==> src/rtl/membus_pkg.sv <==
// membus_pkg
// Shared definitions for the PDP-6 membus master: client op encodings,
// error codes, master FSM state enum and the fast-memory address range.
// No ports; imported by membus_master and its testbench.

package membus_pkg;

    // Client request op; bit 0 = read phase, bit 1 = write phase
    localparam logic [1:0] OP_NONE = 2'b00;
    localparam logic [1:0] OP_RD   = 2'b01;
    localparam logic [1:0] OP_WR   = 2'b10;
    localparam logic [1:0] OP_RMW  = 2'b11;

    localparam logic [1:0] ERR_NONE   = 2'b00;
    localparam logic [1:0] ERR_NO_ACK = 2'b01;
    localparam logic [1:0] ERR_NO_RS  = 2'b10;

    // Words 0..15 live in fast memory when fmc_en is set
    localparam int FMC_WORDS = 16;

    typedef enum logic [2:0] {
        ST_IDLE,
        ST_REQ,
        ST_RD,
        ST_WDAT,
        ST_WR,
        ST_FIN
    } state_e;

    function automatic logic is_fmc_addr(input logic [18:35] addr);
        return addr < 18'(FMC_WORDS);
    endfunction

endpackage

==> src/rtl/membus_tmo.sv <==
// membus_tmo
// Loadable down-counter used as the per-phase timeout of the membus master.
// Ports:
//   clk, reset      clock, synchronous active-high reset
//   load            load load_val this cycle (takes effect on the next edge)
//   load_val        cycles-1 to count before expiring
//   expired         counter has reached zero (terminal count)

module membus_tmo #(
    parameter int W = 13
) (
    input  logic         clk,
    input  logic         reset,
    input  logic         load,
    input  logic [W-1:0] load_val,
    output logic         expired
);

    logic [W-1:0] cnt_q;
    logic [W-1:0] cnt_d;

    always_comb begin
        cnt_d = cnt_q;
        if (load) begin
            cnt_d = load_val;
        end else if (cnt_q != '0) begin
            cnt_d = cnt_q - W'(1);
        end
    end

    always_ff @(posedge clk) begin
        if (reset) begin
            cnt_q <= '0;
        end else begin
            cnt_q <= cnt_d;
        end
    end

    assign expired = (cnt_q == '0);

endmodule

==> src/rtl/membus_master.sv <==
// membus_master
// Turns one client request (read / write / read-modify-write) into the
// PDP-6 membus level/pulse handshake toward one core memory port, with
// per-phase timeouts reported as err instead of hanging.
// Ports:
//   clk, reset                      clock, synchronous active-high reset
//   fmc_en                          route words 0..15 to fast memory
//   req_valid/req_ready/req_op/req_addr   client request (ready only in IDLE)
//   wdata_valid/wdata               client write data
//   rd_valid/rdata                  read word, pulsed valid once
//   done/err/err_code               end-of-cycle pulse or error pulse + code
//   membus_*                        membus level/pulse wires to/from memory
//
// state | meaning
// IDLE  | waiting for a client request
// REQ   | rq_cyc raised, waiting for addr_ack (ack timeout running)
// RD    | address acknowledged, waiting for rd_rs (rs timeout running)
// WDAT  | RMW read done, waiting for client write data
// WR    | two cycles of mb_in, wr_rs in the second
// FIN   | cycle complete, done follows

module membus_master
    import membus_pkg::*;
#(
    parameter int ACK_TIMEOUT = 4096,
    parameter int RS_TIMEOUT  = 4096,
    parameter int TMO_W       = 13
) (
    input  logic         clk,
    input  logic         reset,
    input  logic         fmc_en,
    input  logic         req_valid,
    output logic         req_ready,
    input  logic [1:0]   req_op,
    input  logic [18:35] req_addr,
    input  logic         wdata_valid,
    input  logic [0:35]  wdata,
    output logic         rd_valid,
    output logic [0:35]  rdata,
    output logic         done,
    output logic         err,
    output logic [1:0]   err_code,
    output logic         membus_rq_cyc,
    output logic         membus_rd_rq,
    output logic         membus_wr_rq,
    output logic         membus_wr_rs,
    output logic         membus_fmc_select,
    output logic [18:21] membus_sel,
    output logic [21:35] membus_ma,
    output logic [0:35]  membus_mb_in,
    input  logic         membus_addr_ack,
    input  logic         membus_rd_rs,
    input  logic [0:35]  membus_mb_out
);

    state_e        state_q, state_d;
    logic [1:0]    op_q, op_d;
    logic [18:35]  addr_q, addr_d;
    logic          fmc_q, fmc_d;
    logic [0:35]   wdata_q, wdata_d;
    logic [0:35]   rdata_q, rdata_d;
    logic          wr_ph_q, wr_ph_d;
    logic          req_ready_q, req_ready_d;
    logic          rd_valid_q, rd_valid_d;
    logic          done_q, done_d;
    logic          err_q, err_d;
    logic [1:0]    err_code_q, err_code_d;
    logic          rq_cyc_q, rq_cyc_d;
    logic          rd_rq_q, rd_rq_d;
    logic          wr_rq_q, wr_rq_d;
    logic          wr_rs_q, wr_rs_d;
    logic          fmc_sel_q, fmc_sel_d;
    logic [18:21]  sel_q, sel_d;
    logic [21:35]  ma_q, ma_d;
    logic [0:35]   mb_in_q, mb_in_d;

    logic             tmo_load;
    logic [TMO_W-1:0] tmo_val;
    logic             tmo_expired;

    membus_tmo #(.W(TMO_W)) u_tmo (
        .clk      (clk),
        .reset    (reset),
        .load     (tmo_load),
        .load_val (tmo_val),
        .expired  (tmo_expired)
    );

    always_comb begin
        state_d     = state_q;
        op_d        = op_q;
        addr_d      = addr_q;
        fmc_d       = fmc_q;
        wdata_d     = wdata_q;
        rdata_d     = rdata_q;
        wr_ph_d     = wr_ph_q;
        err_code_d  = err_code_q;
        req_ready_d = 1'b0;
        rd_valid_d  = 1'b0;
        done_d      = 1'b0;
        err_d       = 1'b0;
        wr_rs_d     = 1'b0;
        mb_in_d     = '0;
        tmo_load    = 1'b0;
        tmo_val     = '0;

        case (state_q)
            ST_IDLE: begin
                req_ready_d = 1'b1;
                // req_ready_q is low for one cycle after done/err
                if (req_ready_q && req_valid && req_op != OP_NONE) begin
                    op_d        = req_op;
                    addr_d      = req_addr;
                    fmc_d       = fmc_en & is_fmc_addr(req_addr);
                    rdata_d     = '0;
                    err_code_d  = ERR_NONE;
                    if (req_op == OP_WR) begin
                        wdata_d = wdata;
                    end
                    req_ready_d = 1'b0;
                    tmo_load    = 1'b1;
                    tmo_val     = TMO_W'(ACK_TIMEOUT - 1);
                    state_d     = ST_REQ;
                end
            end
            ST_REQ: begin
                rdata_d = rdata_q | membus_mb_out;
                if (membus_addr_ack) begin
                    if (op_q == OP_WR) begin
                        wr_ph_d = 1'b0;
                        mb_in_d = wdata_q;
                        state_d = ST_WR;
                    end else if (membus_rd_rs) begin
                        // fast memory may answer in the ack cycle itself
                        rd_valid_d = 1'b1;
                        state_d    = (op_q == OP_RMW) ? ST_WDAT : ST_FIN;
                    end else begin
                        tmo_load = 1'b1;
                        tmo_val  = TMO_W'(RS_TIMEOUT - 1);
                        state_d  = ST_RD;
                    end
                end else if (tmo_expired) begin
                    err_d      = 1'b1;
                    err_code_d = ERR_NO_ACK;
                    state_d    = ST_IDLE;
                end
            end
            ST_RD: begin
                rdata_d = rdata_q | membus_mb_out;
                if (membus_rd_rs) begin
                    rd_valid_d = 1'b1;
                    state_d    = (op_q == OP_RMW) ? ST_WDAT : ST_FIN;
                end else if (tmo_expired) begin
                    err_d      = 1'b1;
                    err_code_d = ERR_NO_RS;
                    state_d    = ST_IDLE;
                end
            end
            ST_WDAT: begin
                if (wdata_valid) begin
                    wdata_d = wdata;
                    mb_in_d = wdata;
                    wr_ph_d = 1'b0;
                    state_d = ST_WR;
                end
            end
            ST_WR: begin
                if (!wr_ph_q) begin
                    mb_in_d = wdata_q;
                    wr_rs_d = 1'b1;
                    wr_ph_d = 1'b1;
                end else begin
                    state_d = ST_FIN;
                end
            end
            ST_FIN: begin
                done_d  = 1'b1;
                state_d = ST_IDLE;
            end
            default: begin
                state_d = ST_IDLE;
            end
        endcase

        // Bus request levels are registered from the next state so they are
        // high exactly while the FSM sits in REQ.
        rq_cyc_d  = (state_d == ST_REQ);
        rd_rq_d   = rq_cyc_d & op_d[0];
        wr_rq_d   = rq_cyc_d & op_d[1];
        fmc_sel_d = rq_cyc_d & fmc_d;
        sel_d     = rq_cyc_d ? addr_d[18:21] : '0;
        ma_d      = rq_cyc_d ? addr_d[21:35] : '0;
    end

    always_ff @(posedge clk) begin
        if (reset) begin
            state_q     <= ST_IDLE;
            op_q        <= OP_NONE;
            addr_q      <= '0;
            fmc_q       <= 1'b0;
            wdata_q     <= '0;
            rdata_q     <= '0;
            wr_ph_q     <= 1'b0;
            req_ready_q <= 1'b1;
            rd_valid_q  <= 1'b0;
            done_q      <= 1'b0;
            err_q       <= 1'b0;
            err_code_q  <= ERR_NONE;
            rq_cyc_q    <= 1'b0;
            rd_rq_q     <= 1'b0;
            wr_rq_q     <= 1'b0;
            wr_rs_q     <= 1'b0;
            fmc_sel_q   <= 1'b0;
            sel_q       <= '0;
            ma_q        <= '0;
            mb_in_q     <= '0;
        end else begin
            state_q     <= state_d;
            op_q        <= op_d;
            addr_q      <= addr_d;
            fmc_q       <= fmc_d;
            wdata_q     <= wdata_d;
            rdata_q     <= rdata_d;
            wr_ph_q     <= wr_ph_d;
            req_ready_q <= req_ready_d;
            rd_valid_q  <= rd_valid_d;
            done_q      <= done_d;
            err_q       <= err_d;
            err_code_q  <= err_code_d;
            rq_cyc_q    <= rq_cyc_d;
            rd_rq_q     <= rd_rq_d;
            wr_rq_q     <= wr_rq_d;
            wr_rs_q     <= wr_rs_d;
            fmc_sel_q   <= fmc_sel_d;
            sel_q       <= sel_d;
            ma_q        <= ma_d;
            mb_in_q     <= mb_in_d;
        end
    end

    assign req_ready         = req_ready_q;
    assign rd_valid          = rd_valid_q;
    assign rdata             = rdata_q;
    assign done              = done_q;
    assign err               = err_q;
    assign err_code          = err_code_q;
    assign membus_rq_cyc     = rq_cyc_q;
    assign membus_rd_rq      = rd_rq_q;
    assign membus_wr_rq      = wr_rq_q;
    assign membus_wr_rs      = wr_rs_q;
    assign membus_fmc_select = fmc_sel_q;
    assign membus_sel        = sel_q;
    assign membus_ma         = ma_q;
    assign membus_mb_in      = mb_in_q;

endmodule

==> config.mk <==
export PLATFORM = sky130hd
export DESIGN_NAME = membus_master
export DESIGN_NICKNAME = d
export VERILOG_FILES = /design/src/rtl/membus_pkg.sv /design/src/rtl/membus_tmo.sv /design/src/rtl/membus_master.sv
export SDC_FILE = /design/constraint.sdc
export NUM_CORES = 1
export LEC_CHECK = 0
export CORE_MARGIN = 4
export CORE_UTILIZATION = 41
export DETAILED_ROUTE_END_ITERATION = 8
export GPL_ROUTABILITY_DRIVEN = 0
export PLACE_DENSITY = 0.8
export SYNTH_ARGS = -nofsm -noshare
export SYNTH_HDL_FRONTEND = slang
export SYNTH_SLANG_ARGS = --single-unit
==> constraint.sdc <==
create_clock -name clk -period 2.28 [get_ports clk]
set_input_delay 0.684 -clock clk [delete_from_list [all_inputs] [get_ports clk]]
set_output_delay 0.684 -clock clk [all_outputs]
set_load 0.05 [all_outputs]
; ---- After elaboration in Yosys (flattened, before gate mapping)
; Index checks and enable logic that the tools add are counted.
[word_totals]
elab_cells = 127
inputBits = 99
ff_bits = 176
output_inout_bits = 102
[classes]
n_addsub = 1
n_lt_le_gt_ge = 1
muxes = 61
n_eq_ne = 18
n_bitwise = 7
n_reduce_logical = 18
[ops]
columns = op, n
row1 = $mux 36, 8
row2 = $pmux 36 s2, 2
row3 = $pmux 36 s3, 1
row4 = $mux 12, 4
row5 = $mux 18, 2
row6 = $or 36x36->36, 1
row7 = $mux 3, 9
row8 = $mux 13, 2
row9 = $pmux 12 s2, 1
row10 = $mux 1, 19
row11 = $lt 18x5->1 const B, 1
row12 = $ne 2x2->1 const B, 9
row13 = $pmux 3 s5, 1
row14 = $mux 2, 7
row15 = $logic_not 13->1, 1
row16 = $reduce_bool 13->1, 1
row17 = $sub 13x1->13 const B, 1
row18 = $reduce_and 4->1, 2
row19 = $reduce_bool 2->1, 4
row20 = $eq 2x2->1 const B, 3
row21 = $eq 3x1->1 const B, 2
row22 = $eq 3x2->1 const B, 2
row23 = $eq 3x3->1 const B, 2
row24 = $pmux 1 s2, 3
row25 = 10 further kinds, 18

; ---- Longest topological paths before layout
; Gate-level depths: netlist of the first run.
[depth]
depth_word = 9
mapped_depth = 9
ltp_nobuf = 7

; ---- Cells and area by module
; From an unflattened synthesis of the first run, not the netlist that was laid out.
[hier_totals]
cells_unflattened = 723
hier_area_um2 = 6432.4
[modules_own_cells]
columns = module, area_per_inst_um2, seq_area_each_um2, cells_each, instances
row1 = membus_master, 5644.2, 3243.1, 629, 1
row2 = membus_tmo, 788.3, 260.2, 94, 1

; ---- Least setup slack after synthesis of the first run
; Ideal clock, no wire load.
[synth_timing]
path_type = reg-to-reg
start = reg req_ready_q, in the netlist req_ready
end = reg wdata_q[0] (netlist name)
n_path_buf = 2
arrival_time_ps = 2264
stages_incl_launch_ff = 8
setup_ps = 128
required_time_ps = 2152
path_slack_ps = -112
synth_period_minus_slack_ps = 2392
cell_sequence = dfxtp_1 o211ai_1 or4b_1 a21oi_1 buf_2 buf_4 mux2i_1 nor2_1
[synth_between]
elab_chain_cells = 4
[synth_lines]
columns = item, line_no
row1 = "start, declared", membus_master.sv:63  ; logic req_ready_q, req_ready_d;
row2 = "start signal, assigned", membus_master.sv:225  ; req_ready_q <= req_ready_d;
row3 = $logic_and 1x1->1 (2 in series), membus_master.sv:111  ; if (req_ready_q && req_valid && req_op != OP_NONE) begin
row4 = $ne 2x2->1 (no source line), n/a
row5 = $reduce_and 4->1 (no source line), n/a
row6 = "end signal, assigned", membus_master.sv:222  ; wdata_q <= wdata_d;
row7 = "end, declared", membus_master.sv:60  ; logic [0:35] wdata_q, wdata_d;
; Every way passes these cells.
; A chain may end at the register's enable or synchronous reset.

; ---- Worst setup path in the final report of the first run
[layout_timing]
start = reg u_tmo.cnt_q[4]
end = reg fmc_sel_q, in the netlist membus_fmc_select
[layout_between]
elab_chain_cells = 6
word_cells_on_any_way = 7
classes_between = eq/ne: 1 / mux: 4 / bitwise: 1 / reduce/logical: 1
[layout_lines]
columns = item, line_no
row1 = "start, declared", membus_tmo.sv:19  ; logic [W-1:0] cnt_q;
row2 = "start signal, assigned", membus_tmo.sv:35  ; cnt_q <= cnt_d;
row3 = $logic_not 13->1 *, membus_tmo.sv:39  ; assign expired = (cnt_q == '0);
row4 = $mux 3 *, "membus_master.sv:142, membus_master.sv:153"
row5 = $mux 3 (on tied branches), "membus_master.sv:150, membus_master.sv:128"
row6 = $pmux 3 s5 *, membus_master.sv:107  ; case (state_q)
row7 = $eq 3x1->1 *, membus_master.sv:187  ; rq_cyc_d = (state_d == ST_REQ);
row8 = $and 1x1->1 *, membus_master.sv:190  ; fmc_sel_d = rq_cyc_d & fmc_d;
row9 = "end signal, assigned", membus_master.sv:234  ; fmc_sel_q <= fmc_sel_d;
row10 = "end, declared", membus_master.sv:72  ; logic fmc_sel_q, fmc_sel_d;
; Every way passes the cells marked *; elsewhere a longest branch is shown, timed or not.

==> results of run 1 <==
cell usage after synthesis, types with 3 or more instances:
master    count  share of area (%)
nand2_1       9               0.54
a22o_1       14                2.0
nor2b_1       3               0.30
a21o_1        4               0.48
a22oi_1      36                4.3
nand2b_1      4               0.40
mux2i_1      37                5.9
buf_4         6               0.72
xnor2_1       5               0.70
clkbuf_1     29                1.7
or4_1         4               0.48
buf_6         7                1.3
nor2b_2      18                2.5
dfxtp_1     175                 56
nor3b_1       3               0.36
inv_1         6               0.36
o21ai_0       7               0.56
a21oi_1      51                4.1
nand3_1       4               0.32
nor2_1      128                7.7
a31oi_1       7               0.70
nor3_1        7               0.56
nor4_1       11                1.1
a22o_2        7                1.1
o31ai_1       3               0.36
cells by family after synthesis:
family                     Yosys count
buffers and inverters               49
AOI/OAI and AO/OA                  141
muxes                               37
adders and majority gates            1
xor gates and xnor gates             7
and+or+nand+nor                    211
DFF                                175
final cells by class:
type / instances / area share (%)
Clock inverter: 14 / 1.64
Clock buffer: 18 / 4.46
Inverter: 6 / 0.234
Sequential cell: 175 / 36.4
Multi-Input combinational cell: 397 / 27.2
Tap cell: 184 / 2.39
Timing Repair Buffer: 261 / 27.6
final timing paths:
check	startpoint	to	slack, ns	cells past startpoint
worst min-delay path	rdata[0]	rdata[0]	0.46	2
worst max-delay path	u_tmo.cnt_q[4]	membus_fmc_select	-0.06	6
worst max register to register	u_tmo.cnt_q[4]	membus_fmc_select	-0.06	6
worst min register to register	rdata[0]	rdata[0]	0.46	2
report_power, final:
group          leakage, µW  internal (µW)  switching (µW)  total, µW
combinational      0.00222            882            1100       1980
sequential         0.00142           3280             121       3400
clock             0.000271           1630            1260       2900
metal layers:
layer	part of all wire (%)	vias to the layer above
met5	0	-
met1	43	2503
met4	2.2	0
met3	6.4	26
met2	48	188
li1	-	2644
worst reg2reg max path, cell delays in order (launching register included):
cell and delay, ns:
dfxtp_1 0.31, or4_4 0.57, or4_4 0.58, a211oi_4 0.29, o211ai_4 0.20, buf_6 0.22
nor2b_4 0.11
flip-flops by register name (all words and copies together), names as in the netlist, 2 cells and up:
register / flops
op_q: 2
membus_ma: 14
state_q: 3
membus_sel: 4
membus_mb_in: 36
addr_q: 18
err_code: 2
rdata: 36
wdata_q: 36
u_tmo.cnt_q: 13
through the flow:
stage / instance area [µm²] / cells / TNS (ns)
2_1_floorplan: 6250 / 621 / 0
3_3_place_gp: 8770 / 1016 / -31.09
3_5_place_dp: 8770 / 1016 / -32.63
4_1_cts: 9490 / 1053 / -0.516
5_1_grt: 9630 / 1055 / -2.08
6_report: 9630 / 1055 / -0.812
repair_timing:
item                       4_1_cts  5_1_grt
pin swaps                        7        3
setup endpoints to repair       73       47
buffers inserted                 3        1
gates resized for setup         42       33
hold buffers                     0        0
gates cloned                     2        1
==> metrics.md, run 1 <==
| Metric | Value |
|---|---|
| Routed WL | `17100 µm` |
| Commonest non-fill, non-tap cell in the layout | `dfxtp_1` |
| Busiest layer in global routing | `met2` |
| Data arrival, critical path | `2.70 ns` |
| CP Class | `register to register` |
| Total GRT Usage | `19.6%` |
| Clock buffer depth | `2` |
| Worst slew margin | `63.2%` |
| Final #Nets | `958` |
| Synth Instances | `621` |
| # port buffers | `200` |
| CP startpoint kind | `register` |
| Drt via density | `5.08` |
| Site Rows | `44` |
| #FFs+latches synth | `175` |
| Leakage | `0.00392 µW` |
| Most frequent cells in the layout | `dfxtp_1, clkdlybuf4s50_1, nor2_1` |
| Pin count of the biggest net entering global routing | `37` |
| Met3 usage | `5.50%` |
| Fin crit period | `approximately 2.3 ns` |
| Worst slack, placed | `-0.500 ns` |
| Post-Synth Adder-Cell Area | `0.200%` |
| Met1 usage | `about a quarter` |
| Ports | `201` |
| Initial antenna violation count | `0` |
| Worst path max stage delay | `0.58 ns` |
| Dpl hpwl | `11400 µm` |
| Slew @ Worst Pin | `about 0.55 ns` |
| Critical Path End Type | `register` |
| Most used DFF post-synth | `dfxtp_1` |
| WL/cell | `16.2 µm` |
| Synth Area in Compound Gates | `15.3%` |
| Setup violators final | `21` |
| Failing checks | `negative setup slack` |
| CP most frequent cell | `or4_4` |
| Clock Pin Slew Worst Setup and Hold Paths | `~0.070 ns` |
| Worst Hold Class | `register to register` |
| Starting Density | `42.5%` |
| Final setup margin | `-0.0561 ns` |
| Largest fanout on the critical path | `6` |
| Fmax | `0.428 GHz` |
| Post-Syn Nets | `721` |
| # diodes | `0` |
| DIE WIDTH | `131 µm` |
| 1st-pass router iterations | `5` |
| Post-synth ARST share | `0%` |
| Critical Path RT | `2.65 ns` |
| Multi-input gate area in the final layout | `0.00262 mm²` |
| Final setup skew | `0.0110 ns` |
| Share of layout cells above drive strength 1 | `around 18%` |
| Synthesized area | `0.00624 mm²` |
| Vias in the first global route | `around 5400` |
| Power Dens Cells | `860 mW/mm²` |
| Register area | `0.00351 mm²` |
| Status | `finished, violations left` |
| Synth Area in XOR/XNOR | `less than 1%` |
| Period utilization | `102%` |
| WHS | `0.460 ns` |
| Top delay family on crit path | `simple AND/OR/NAND/NOR gates` |
| Number of enable flip-flop cells after synthesis | `0` |
| Number of buffers created by CTS | `17` |
| Residual DRC | `0` |
| Fillers | `between 1000 and 1500` |
| Buf+Inv Stages, Crit Path | `1` |
| Worst vdd ir | `0.774 mV` |
| Ys Warns | `0` |
| Die area | `0.0173 mm²` |
| Synth Area in Simple Gates | `roughly 17%` |
| Largest family of logic cells by synthesized area | `simple AND/OR/NAND/NOR gates` |
| Seq/Total Area, Yosys | `56.1%` |
| Htree depth | `4` |
| Synth Area per Inst | `10.0 µm²` |
| Via count | `about 5400` |
| Overall Power | `8280 µW` |
| Crit path max-delay cell type | `or4_4` |
| Clock sinks | `around 180` |
| Critical-path cell list | `or4_4, or4_4, a211oi_4, o211ai_4, buf_6, nor2b_4` |
| Clk_lat worst skew | `0.43 ns` |
| Core Util, Final | `65.5%` |
| GR Util met2 | `roughly a third` |
| CTS Root Cell | `clkbuf_16` |
| Remaining global-route overflow | `0` |
| DRT iter0 DRCs | `274` |
| Final hold vios | `0` |
| Max Slew Vio Count | `0` |
| Area growth from synthesis to layout | `54.3%` |
| Max_cap viols | `0` |
| Final ANT Viol Nets | `0` |
| First-pass GRT wire length | `27700 µm` |
| Die height | `131 µm` |
| Count of cell types in the netlist | `52` |
| RSZ-0062 raised after global routing | `true` |
| Post-synthesis mux area share | `under 10%` |
| CTS tree | `built` |
| Core area | `0.0147 mm²` |
Power figures use the tool's default switching activity.
==> run 2: changes to the inputs <==
- ABC_CLOCK_PERIOD_IN_PS: unset -> 2280
- CORE_UTILIZATION: 41 -> 42
- PLACE_DENSITY: 0.8 -> 0.81
- SYNTH_HIERARCHICAL: unset -> 1
==> run 2 against run 1 <==
Net effect:
- clock skew is 0.0043 ns higher
- wire length is 3.5% higher
- sequential power up 5%
- first-iteration DRC count is 79% higher
- the run still ends with negative setup slack left
- highest routed layer unchanged
- fmax rose by 0.19%
- die area increased by 0.58%
- critical path type unchanged
- register-to-register slack hardly changed
- global-route usage rose by 0.17 points
- synthesized cell count rose by 16%
==> metrics.md, run 2 <==
| Metric | Value |
|---|---|
| Status | `finished, violations left` |
| Failing checks | `negative setup slack` |
| DRT iter0 DRCs | `490 (+79%)` |
| Dominant cell type by area after synthesis | `dfxtp_1` |
| Final hold vios | `0 (unchanged)` |
| Multi-input gate area in the final layout | `0.00270 mm² (+2.9%)` |
| WHS Path Cells | `2 (unchanged)` |
| Starting Density | `43.6% (+1.1 points)` |
| #FFs+latches synth | `175 (unchanged)` |
| Design area | `0.00958 mm² (-0.49%)` |
| Ports | `201 (unchanged)` |
| R2R Setup Slk | `-0.05 ns (about the same)` |
| Worst Hold Class | `register to register` |
| Post-synth ARST share | `0% (unchanged)` |
| Sequential power share | `38.4% (-2.7 points)` |
| Buf+Inv Stages, Crit Path | `2 (+1)` |
| Routed WL | `17600 µm (+3.5%)` |
| Most frequent cells after synthesis | `dfxtp_1, nand2_1, a21oi_1` |
| Dpl hpwl | `12200 µm (+7.2%)` |
| Clk pwr share | `31.7% (-3.3 points)` |
| Ys Warns | `6 (+6)` |
| Vias in the first global route | `5813 (+8.6%)` |
| Most used DFF post-synth | `dfxtp_1` |
| Seq/Total Area, Yosys | `54.5% (-1.7 points)` |
| Max_cap viols | `0 (unchanged)` |
| First-pass GRT wire length | `28500 µm (+2.9%)` |
| Power Dens Cells | `969 mW/mm² (+13%)` |
| Critical-path cell list | `inv_2, ha_4, or4b_4, nor4_4, o21bai_1, o2111a_1, a41o_1, nor3_4, buf_12, and2_1` |
| Final ANT Viol Nets | `0 (unchanged)` |
| Total GRT Usage | `19.8% (+0.17 points)` |
| Drt via density | `5.19 (+2.2%)` |
| Crit path max-delay cell type | `or4b_4` |
| Post-Syn Nets | `824 (+14%)` |
| Die height | `132 µm (+0.29%)` |
| WL/cell | `15.4 µm (-4.6%)` |
| Data arrival, critical path | `2.70 ns (about the same)` |
| Reg-to-Reg Start | `u_tmo/cnt_q[0]` |
| DIE WIDTH | `132 µm (+0.29%)` |
| Final setup margin | `-0.0517 ns (+0.00439 ns)` |
| Leakage | `0.00411 µW (+5.0%)` |
| Post-synth top area share | `54.5% (-1.7 points)` |
| Max Slew Vio Count | `0 (unchanged)` |
| Commonest non-fill, non-tap cell in the layout | `dfxtp_1` |
| Site Rows | `44 (unchanged)` |
| Clock sinks | `175 (unchanged)` |
| Hold EP | `wdata_q[7]` |
| Most frequent cells in the layout | `dfxtp_1, clkdlybuf4s50_1, nand2_1` |
| Top cells by area, synth | `dfxtp_1, a21oi_1, nand2_1, nor2_1, a22oi_1` |
| Core area | `0.0148 mm² (+0.37%)` |
| Setup TNS | `-0.747 ns (+0.0642 ns)` |
| Switch share | `33.7% (+3.7 points)` |
| Layout Cells excl Fill | `1144 (+8.4%)` |
| Most frequent cell after synthesis | `dfxtp_1` |
| Worst path max stage delay | `0.49 ns (-0.09 ns)` |
| Critical Path RT | `2.65 ns (about the same)` |
| Setup violators final | `21 (unchanged)` |
| Share of layout cells above drive strength 1 | `12.0% (-5.8 points)` |
| Dpl cells | `1107 (+9.0%)` |
| Hold Crit Start | `wdata_q[7]` |
| # port buffers | `200 (unchanged)` |
| RSZ-0062 raised after global routing | `true` |
| Area growth from synthesis to layout | `48.9%` |
| Initial antenna violation count | `1 (+1)` |
| Worst r2r path cells | `10 (+4)` |
| Switching pwr | `3130 µW (+26%)` |
| CTS Root Cell | `clkbuf_16` |
| Synth Instances | `723 (+16%)` |
| Count of cell types in the netlist | `66 (+27%)` |
| Final #Nets | `1047 (+9.3%)` |
| Register area | `0.00351 mm² (about the same)` |
| 1st-pass router iterations | `5 (unchanged)` |
| Top delay family on crit path | `simple AND/OR/NAND/NOR gates` |
| Worst slew margin | `62.4% (-0.72 points)` |
| Clk_lat worst skew | `0.43 ns (about the same)` |
| Slew @ Worst Pin | `0.563 ns (+0.0117 ns)` |
| Synth Area per Inst | `8.90 µm² (-11%)` |
| Levels on crit path | `10 (+4)` |
| Via count | `5942 (+11%)` |
| CP Class | `register to register` |
| Htree depth | `4 (unchanged)` |
| Number of enable flip-flop cells after synthesis | `0 (unchanged)` |
| Cts hold-fix bufs | `0 (unchanged)` |
| WHS | `0.455 ns (-0.00565 ns)` |
| Largest fanout on the critical path | `21 (+15)` |
| Final setup skew | `0.0153 ns (+0.00432 ns)` |
| Die area | `0.0174 mm² (+0.58%)` |
| Remaining global-route overflow | `0 (unchanged)` |
| Fin crit period | `2.33 ns (-0.00439 ns)` |
| P_int | `6160 µW (+6.3%)` |
| Synthesized area | `0.00643 mm² (+3.1%)` |
| Comb power frac | `29.9% (+6.0 points)` |
| Post-DP Area | `0.00886 mm² (+1.1%)` |
| Worst vdd ir | `0.625 mV (-19%)` |
| Period utilization | `102% (-0.19 points)` |
| Fmax | `0.429 GHz (+0.19%)` |
| Fillers | `1164 (+0.17%)` |
| Critical Path End Type | `register` |
| Number of buffers created by CTS | `17 (unchanged)` |
| FF-to-FF End | `membus_wr_rq` |
| Residual DRC | `0 (unchanged)` |
| Pin count of the biggest net entering global routing | `37 (unchanged)` |
| Clock Pin Slew Worst Setup and Hold Paths | `0.07 ns (about the same)` |
| Clock buffer depth | `2 (unchanged)` |
| CP startpoint kind | `register` |
| CTS tree | `built` |
## run 2: worst max path at each step
stage,end,start,slack [ns]
global route,membus_sel[21],u_tmo/cnt_q[0],-0.17
global placement,u_tmo/cnt_q[2],req_op[1],-0.32
finish,membus_wr_rq,u_tmo/cnt_q[0],-0.05
CTS,membus_wr_rq,u_tmo/cnt_q[0],-0.07
floorplan,membus_fmc_select,u_tmo/cnt_q[0],-0.14
detailed placement,u_tmo/cnt_q[8],req_valid,-0.39
## run 2: metrics by stage
step,power [µW],worst slack (ns),utilization (%)
4_1_cts,9280,-0.0684,64.1
6_report,9280,-0.0517,64.9
3_5_place_dp,6330,-0.394,60.1
2_1_floorplan,5360,-0.138,-
3_3_place_gp,6290,-0.325,60.1
5_1_grt,9710,-0.170,64.9
## run 2: power by group through the flow
stage | Combinational (µW) | Clock (µW) | Sequential, µW
floorplan | 1380 | 0 | 3970
global placement | 2670 | 0 | 3610
detailed placement | 2710 | 0 | 3620
CTS | 2730 | 2990 | 3560
global route | 2990 | 3120 | 3600
finish | 2780 | 2940 | 3560
## run 2: cell type report
cell class | count | share of cell area [%]
timing repair buffer | 254 | 26.2
inverter | 7 | 0.274
sequential | 175 | 36.6
antenna | 1 | 0.0261
clock inverter | 14 | 1.74
multi-input combinational | 491 | 28.2
tap | 184 | 2.40
clock buffer | 18 | 4.58
## run 2: cell families after synthesis
family                   Yosys count  share of synthesized area, %
AO/OA/AOI/OAI                    183                          17.5
flip-flops                       175                          54.5
adder cells (fa/ha/maj)            2                         0.389
multiplexers                       2                         0.311
buffers and inverters             57                          4.69
other                              1                        0.0583
XOR/XNOR                           5                         0.681
AND/OR/NAND/NOR                  298                          21.9
## run 2: tightest hold or removal path: stages, from the launching register on
cell     delay (ns)
dfxtp_1        0.31
nand2_1        0.05
a21oi_1        0.05
## run 2: what timing repair did
| action | in CTS | in global routing |
|---|---|---|
| setup buffers | 0 | 4 |
| setup endpoints to repair | 44 | 56 |
| pin swaps | 1 | 1 |
| gates resized for setup | 23 | 33 |
## run 2: metal layers
layer	routed length (µm)	track usage, %
met5	0	0
met4	282	7.00
met3	1480	6.91
met2	8450	33.0
met1	7430	23.7
